## src/rtl/ecc_sed_decoder.sv

```systemverilog
// Even-parity single-error-detect decoder: strips the parity bit, flags odd-flip words,
// buffers {err, data} in a 2-entry FIFO and keeps a saturating error count plus sticky flag.
module ecc_sed_decoder #(
    parameter int DATA_W = 12,
    parameter int CNT_W  = 8
) (
    input  logic              clk_i,
    input  logic              rst_ni,
    input  logic              enc_valid_i,
    output logic              enc_ready_o,
    input  logic [DATA_W:0]   enc_codeword_i,
    output logic              dec_valid_o,
    input  logic              dec_ready_i,
    output logic [DATA_W-1:0] dec_data_o,
    output logic              dec_err_o,
    output logic [CNT_W-1:0]  err_cnt_o,
    output logic              err_sticky_o,
    input  logic              err_clr_i
);

    localparam int ENTRY_W = DATA_W + 1;

    logic [ENTRY_W-1:0] mem_q [2];
    logic [ENTRY_W-1:0] mem_d [2];
    logic               head_q, head_d;
    logic               tail_q, tail_d;
    logic [1:0]         occ_q, occ_d;
    logic [CNT_W-1:0]   cnt_q, cnt_d;
    logic               sticky_q, sticky_d;

    logic push;
    logic pop;
    logic syndrome;

    // Handshake flags come from registered occupancy only, so no input reaches them combinationally.
    assign enc_ready_o = (occ_q != 2'd2);
    assign dec_valid_o = (occ_q != 2'd0);
    assign {dec_err_o, dec_data_o} = mem_q[head_q];
    assign err_cnt_o    = cnt_q;
    assign err_sticky_o = sticky_q;

    assign push     = enc_valid_i & enc_ready_o;
    assign pop      = dec_valid_o & dec_ready_i;
    assign syndrome = ^enc_codeword_i;

    always_comb begin
        mem_d[0] = mem_q[0];
        mem_d[1] = mem_q[1];
        head_d   = head_q;
        tail_d   = tail_q;
        occ_d    = occ_q;
        cnt_d    = cnt_q;
        sticky_d = sticky_q;

        if (push) begin
            mem_d[tail_q] = {syndrome, enc_codeword_i[DATA_W-1:0]};
            tail_d        = ~tail_q;
        end
        if (pop) begin
            head_d = ~head_q;
        end
        if (push && !pop) begin
            occ_d = occ_q + 2'd1;
        end else if (pop && !push) begin
            occ_d = occ_q - 2'd1;
        end

        // Clear first so an error accepted in the same cycle is counted after it.
        if (err_clr_i) begin
            cnt_d    = '0;
            sticky_d = 1'b0;
        end
        if (push && syndrome) begin
            sticky_d = 1'b1;
            if (cnt_d != {CNT_W{1'b1}}) begin
                cnt_d = cnt_d + CNT_W'(1);
            end
        end
    end

    always_ff @(posedge clk_i or negedge rst_ni) begin
        if (!rst_ni) begin
            mem_q[0] <= '0;
            mem_q[1] <= '0;
            head_q   <= 1'b0;
            tail_q   <= 1'b0;
            occ_q    <= 2'd0;
            cnt_q    <= '0;
            sticky_q <= 1'b0;
        end else begin
            mem_q[0] <= mem_d[0];
            mem_q[1] <= mem_d[1];
            head_q   <= head_d;
            tail_q   <= tail_d;
            occ_q    <= occ_d;
            cnt_q    <= cnt_d;
            sticky_q <= sticky_d;
        end
    end

endmodule

```

## config.mk

```make
export PLATFORM = sky130hd
export DESIGN_NAME = ecc_sed_decoder
export DESIGN_NICKNAME = d
export VERILOG_FILES = /design/src/rtl/ecc_sed_decoder.sv
export SDC_FILE = /design/constraint.sdc
export NUM_CORES = 1
export LEC_CHECK = 0
export CORE_ASPECT_RATIO = 1.75
export CORE_MARGIN = 3
export CORE_UTILIZATION = 53
export DETAILED_ROUTE_END_ITERATION = 10
export PLACE_DENSITY_LB_ADDON = 0.2
export SYNTH_ARGS = -nofsm -noshare
export SYNTH_HDL_FRONTEND = slang
export SYNTH_SLANG_ARGS = --single-unit
```

## constraint.sdc

```tcl
create_clock -name clk_i -period 5.5 [get_ports clk_i]
set_input_delay 1.375 -clock clk_i [delete_from_list [all_inputs] [get_ports clk_i]]
set_output_delay 1.375 -clock clk_i [all_outputs]
set_load 0.1 [all_outputs]
```

======== Word level (Yosys, flattened, before mapping) ========
Cells that the tools add are included.
cells by class
  bitwise logic cells ..................... 6
  multiplexer cells ....................... 13
  add/sub/neg operators ................... 3
  reductions and logical operators ........ 10
  equality and inequality tests ........... 2
  order comparisons ....................... 3
operators with widths
  operator                                                  count
  2-to-1 mux 13 bit                                         4
  bitwise mux 26 bit                                        1
  2-to-1 mux 8 bit                                          3
  demux 13 bit (select 1 bit)                               1
  XOR reduction 13 bit                                      1
  adder 8 x 1 -> 8 bit, second input constant               1
  inequality test 8 bit, second input constant              1
  nonzero test 2 bit                                        3
  greater-or-equal comparator 2 bit, second input constant  2
  logical AND 1 bit                                         4
  2-to-1 mux 2 bit                                          2
  inverter 1 -> 2 bit                                       2
  adder 2 x 1 -> 2 bit, second input constant               1
  AND 1 bit                                                 2
  logical NOT 1 bit                                         2
  < comparator 2 x 1 -> 1 bit, second input constant        1
  2-to-1 mux 1 bit                                          2
  inequality test 2 bit, second input constant              1
  inverter 1 bit                                            2
  subtractor 2 x 1 -> 2 bit, second input constant          1
word-level totals
  output and inout bits ................... 24
  bits of input ports ..................... 18
  logic and storage cells ................. 44
  register bits after elaboration ......... 39

======== Logic depth before layout (Yosys ltp) ========
  depth in word-level cells ............... 6
  depth in mapped cells ................... 8
  mapped depth without buffers ............ 7

======== Worst setup path before layout ========
OpenSTA, ideal clock, no wires.
  path type ............................... input port to flip-flop
  start ................................... input port enc_codeword_i[8]
  end ..................................... register cnt_q[3] (netlist: err_cnt_o[3])
  buffers on the path ..................... 1
  setup slack ............................. 2589 ps
  arrival time ............................ 2783 ps
  stages .................................. 6
  required time ........................... 5372 ps
  setup time .............................. 128 ps
  cell sequence ........................... xnor3_1 > xnor3_1 > xor2_1 > buf_6 > nor3_1 > mux2_1
between the ends
  word-level cells in the longest chain between the ends .. 3
ends and longest elaborated chain
  item                  RTL line  text
  start, declared       11        input logic [DATA_W:0] enc_codeword_i,
  XOR reduction 13 bit  44        assign syndrome = ^enc_codeword_i;
  logical AND 1 bit     73        if (push && syndrome) begin
  2-to-1 mux 8 bit      73
  net cnt_d[3]          28        logic [CNT_W-1:0] cnt_q, cnt_d;
  end signal, assigned  96        cnt_q <= cnt_d;
  end, declared         28
The timed path passes the listed nets, and every way through them passes these cells.
A chain may end at the register's enable or synchronous reset.

======== Worst setup path after layout ========
  start ................................... register head_q
  end ..................................... output port dec_data_o[6]
between the ends
  word-level cells in the longest chain between the ends .. 4
ends and longest elaborated chain
  item                                                   RTL line  text
  start, declared                                        25        logic head_q, head_d;
  start signal, assigned                                 85        head_q <= 1'b0;
  start signal, assigned                                 93        head_q <= head_d;
  inverter 1 -> 2 bit (implied by the code)              38        assign {dec_err_o, dec_data_o} = mem_q[head_q];
  2-to-1 mux 13 bit (implied by the code) (3 in series)  38
  end, declared                                          14        output logic [DATA_W-1:0] dec_data_o,
Every way passes these cells. The select of a mux whose other input is x is not followed.

==> flow_summary.toml <==
[critical_path]
worst-r2r-setup-slack_ps = 3240
required_ps = 4120
slowest_delay_ps = 1140
cp_data_arrival_time_ps = 2430
endpoint_kind = "primary output"
setup.worst_path.end = "dec_data_o[6]"
slowest_stage = "clkdlybuf4s50_1"
startpoint = "head_q"
critPathKind = "reg -> out"
path_cells = "mux2_2 -> clkdlybuf4s50_1"
timing.rr.start = "occ_q[0]"
cp-start-kind = "flop"
r2r-end = "mem_q[23]"
r2r_cells = 5
cp_max_fo = 14

[timing]
setup_violations = 0
relSlewSlack = 0.3388
post-route-period-util = 0.6918
maxSlewViolCount = 0
clock_skew_ps = 6.964
rsz0062_at_grt = "false"
period_needed_ps = 3805
worst_pin_slew_ps = 988.8
finalSetupTns_ps = 0
max_freq_mhz = 262.8
hold_viol = 0

[drt]
wl_per_cell_um = 15.68
first_pass_iters = 5
drc_errors = 0
drt_first_iter_violations = 20
vias = 1329
final_antenna_net_count = 0
drt-vias-per-instance = 5.561
drt_wl_total_mm = 3.747

[floorplan]
boundaryPins = 42
die_area_sq_um = 4382
num_rows = 28
start_util = 0.5554
core_area_sq_um = 3433
fp.dieW_um = 51.34
die_h_um = 85.35

[grt]
grt_pass1_vias = 1463
grt_usage = 0.1920
antenna_found_initial = 0
grt_max_degree = 40
overflow = 0
grt_pass1_wl_mm = 6.389

[yosys]
synth_nets = 170
synth_seq_cells = 39
async_flop_share = 1.000
mappedNetlistArea_sq_um = 1907
synth_edf_count = 0
yosys_warnings = 0
yosysMostFrequentCell = "dfrtp_1"
synth_common_cells = "39 x dfrtp_1, 36 x mux2_2, 10 x nand2_1"
yosys-top-cells-area = "dfrtp_1 51%, mux2_2 21%, xnor2_1 3.7%"
synth-seq-area-share = 0.5118
synth-main-ff-cell = "dfrtp_1"
yosysTopAreaCell = "dfrtp_1"
syn_area_per_cell_sq_um = 12.63
postSynthCellCount = 151
synth_top_cell_area_share = 0.5118
ys_types = 31

[clocking]
htreeDepth = 2
cts_resized = 0
clockBufferDepth = 2
clkSinkCount = 39
cts_tree = "yes"
path_clk_slew_ps = 70
postCtsSetupBuffers = 0
cts_buffers = 5
root_buffer = "clkbuf_8"
hold_buffers = 0
worstSkewPairLatency_ps = 280

[final_layout]
syn2layout_area_growth_pct = 28.28
instances_no_fill = 239
drive_gt1_frac = 0.2371
diodes = 0
nets = 212

[place]
dp_cells = 231
hpwl_mm = 2.771
port-buffer-count = 41
gp_congestion = 0.8055

[run]
maxCapViolCount = 0

[hold_path]
hold_class = "reg -> reg"

[run_status]
status = "completed"
layout by cell type, fill, tap and decap left out, types with 2 or more instances in the layout:
cell type,Yosys,routed
o31ai_1,2,2
nand2_1,10,10
xor2_1,4,4
a311oi_1,2,2
dfrtp_1,39,39
nand3_1,6,6
clkbuf_8,0,5
and3_1,2,2
nand2b_1,2,2
xnor2_1,8,8
mux2_2,36,36
o21ai_0,3,3
xnor3_1,3,3
or4_1,4,4
a31oi_1,2,2
nor2b_1,4,4
a21oi_1,2,2
nor2_1,5,5
clkdlybuf4s50_1,0,40
mux2_1,2,2
state kept, by name, summed over array words and instances (netlist names):
| signal | count |
|---|---|
| head_q | 1 |
| err_sticky_o | 1 |
| tail_q | 1 |
| mem_q | 26 |
| err_cnt_o | 8 |
| occ_q | 2 |
area by class of cell:
type	instances	area, sq um
Clock buffer	5	68.82
Multi-Input combinational cell	104	888.4
Inverter	2	7.507
Timing Repair Buffer	41	405.4
Tap cell	45	56.30
Sequential cell	39	975.9
Fill cell	276	987.2
Clock inverter	3	43.79
logic make-up after synthesis:
logic type	after synthesis	synth area share
flops	39	0.5118
mux	38	0.2244
simple gates	37	0.09974
xor+xnor	15	0.09055
compound gates	13	0.04462
buf+inv	8	0.02230
fa+ha+maj	1	0.006561
metal layers:
layer | track usage | vias to the layer above | share of wire
li1 | - | 625 | -
met1 | 0.2156 | 657 | 0.39
met2 | 0.3420 | 39 | 0.55
met3 | 0.04745 | 8 | 0.045
met4 | 0.07160 | 0 | 0.015
met5 | 0 | - | 0
worst max-delay path, delay by kind of cell (launching register included):
kind | cells | cell delay, ps
buf+inv | 1 | 1140
flops | 1 | 730
mux | 1 | 270
worst min path at each step:
stage                   start         to  slack (ps)  cells after the start
floorplan           mem_q[12]  mem_q[12]         440                      2
global placement    mem_q[12]  mem_q[12]         460                      2
detailed placement  mem_q[25]  mem_q[25]         470                      2
CTS                 mem_q[25]  mem_q[25]         490                      2
global route         occ_q[1]   occ_q[1]         520                      1
finish              mem_q[25]  mem_q[25]         490                      2
metrics by stage:
step | util | instance area [sq um] | hold slack (ps) | worst slack [ps]
floorplan | - | 1907 | 444.4 | 2589
global placement | 0.6797 | 2333 | 458.2 | 1830
detailed placement | 0.6797 | 2333 | 475.0 | 1715
CTS | 0.7125 | 2446 | 493.6 | 1660
global route | 0.7125 | 2446 | 519.6 | 1596
finish | 0.7125 | 2446 | 491.6 | 1695
Power is left out: the tool's default activity adds up to more than one toggle a clock period on the data nets, which glitch-free logic cannot reach.
==> patch (same settings) <==
Register the output `err_cnt_o` once more, without a reset; this adds one clock of latency there. The other outputs are not delayed to match.
--- a/src/rtl/ecc_sed_decoder.sv
+++ b/src/rtl/ecc_sed_decoder.sv
@@ -36,7 +36,9 @@
     assign enc_ready_o = (occ_q != 2'd2);
     assign dec_valid_o = (occ_q != 2'd0);
     assign {dec_err_o, dec_data_o} = mem_q[head_q];
-    assign err_cnt_o    = cnt_q;
+    always_ff @(posedge clk_i) begin
+        err_cnt_o <= cnt_q;
+    end
     assign err_sticky_o = sticky_q;
 
     assign push     = enc_valid_i & enc_ready_o;
Formal check against the unedited RTL: not equivalent (a bounded check fails within 4 cycles, from zero or initial values and one cycle with rst_ni low).
==> patch against the unedited design <==
- setup slack worse by 0.031 ns
- clock skew down 0.00087 ns
- sequential cell count up 8
- first-iteration DRC count down 25%
- final cell count up 3.8%
- hold slack worse by 0.066 ns
- final area up 6.1%
- area after synthesis up 8.4%
- wire length up 6.3%
- sequential share of layout area up 3.9 points
Power is left out: the tool's default activity adds up to more than one toggle a clock period on the data nets, which glitch-free logic cannot reach.
==> patch: results (changes against the unedited design) <==
| Metric | Value |
|---|---|
| Worst-Skew Late Latency | `0.30 ns (+0.02 ns)` |
| DR WL met2 | `2124 um (+2.2%)` |
| Gr usage total | `19.48% (+0.28 points)` |
| GRT met3 Usage | `5.565% (+0.82 points)` |
| Status | `finished clean` |
| Met1 usage | `22.48% (+0.92 points)` |
| Post-synth cell types | `32 (+3.2%)` |
| Layout cells sized above 1 | `22.28% (-1.4 points)` |
| DP Wirelength | `2845 um (+2.7%)` |
| XOR/XNOR Fraction of Synth Area | `8.354% (-0.70 points)` |
| Sequential element share of the synthesized area | `54.96% (+3.8 points)` |
| Post-DP Area | `2495 um^2 (+6.9%)` |
| Syn nets | `178 (+4.7%)` |
| Synth Area per Inst | `13.00 um^2 (+2.9%)` |
| Total Wirelength | `3984 um (+6.3%)` |
| Top post-synthesis cells by count | `dfrtp_1 (39), mux2_2 (36), nand2_1 (10), dfxtp_1 (8), xnor2_1 (8)` |
| Reg2Reg Setup Slack | `3.16 ns (-0.08 ns)` |
| Final setup skew | `0.006097 ns (-0.0008665 ns)` |
| DRT Pass-1 Iters | `4 (-1)` |
| Area contributors post-synth | `dfrtp_1 (47%), mux2_2 (20%), dfxtp_1 (7.7%), xnor2_1 (3.4%), xnor3_1 (3.3%)` |
| Measured slew at the worst slew-check pin | `0.9835 ns (-0.005269 ns)` |
| Vias post-DR | `1,356 (+2.0%)` |
| Pre-CTS setup slack | `1.748 ns (+0.03306 ns)` |
| Worst Path Arrival | `2.46 ns (+0.03 ns)` |
| Placed instance count | `240 (+3.9%)` |
| Routed wl met3 | `227 um (+35%)` |
| Reg2reg end | `mem_q[19]$_DFFE_PN0P_` |
| Number of DRC markers in iteration 0 | `15 (-25%)` |
| Fraction of registers with async set or reset after synthesis | `82.98% (-17 points)` |
| Avg WL per Cell | `16.06 um (+2.5%)` |
| Nets | `220 (+3.8%)` |
| Mux cell area share after synthesis | `20.70% (-1.7 points)` |
==> patch: worst min path at each step <==
stage / start / endpoint / slack [ns] / depth (start not counted)
detailed placement: cnt_q[5]$_DFF_PN0_ / err_cnt_o[5]$_DFF_P_ / 0.42 / 0
floorplan: cnt_q[5]$_DFF_PN0_ / err_cnt_o[5]$_DFF_P_ / 0.38 / 0
CTS: cnt_q[5]$_DFF_PN0_ / err_cnt_o[5]$_DFF_P_ / 0.43 / 0
finish: cnt_q[5]$_DFF_PN0_ / err_cnt_o[5]$_DFF_P_ / 0.43 / 0
global route: cnt_q[5]$_DFF_PN0_ / err_cnt_o[5]$_DFF_P_ / 0.45 / 0
global placement: cnt_q[5]$_DFF_PN0_ / err_cnt_o[5]$_DFF_P_ / 0.40 / 0
==> patch: final cells by class <==
type	count	area, um^2
clock buffers	8	100.1
fillers	298	1106
inverters	2	7.507
multi-input cells	104	888.4
flip-flops and latches	47	1136
well taps	46	57.56
repair buffers	41	405.4
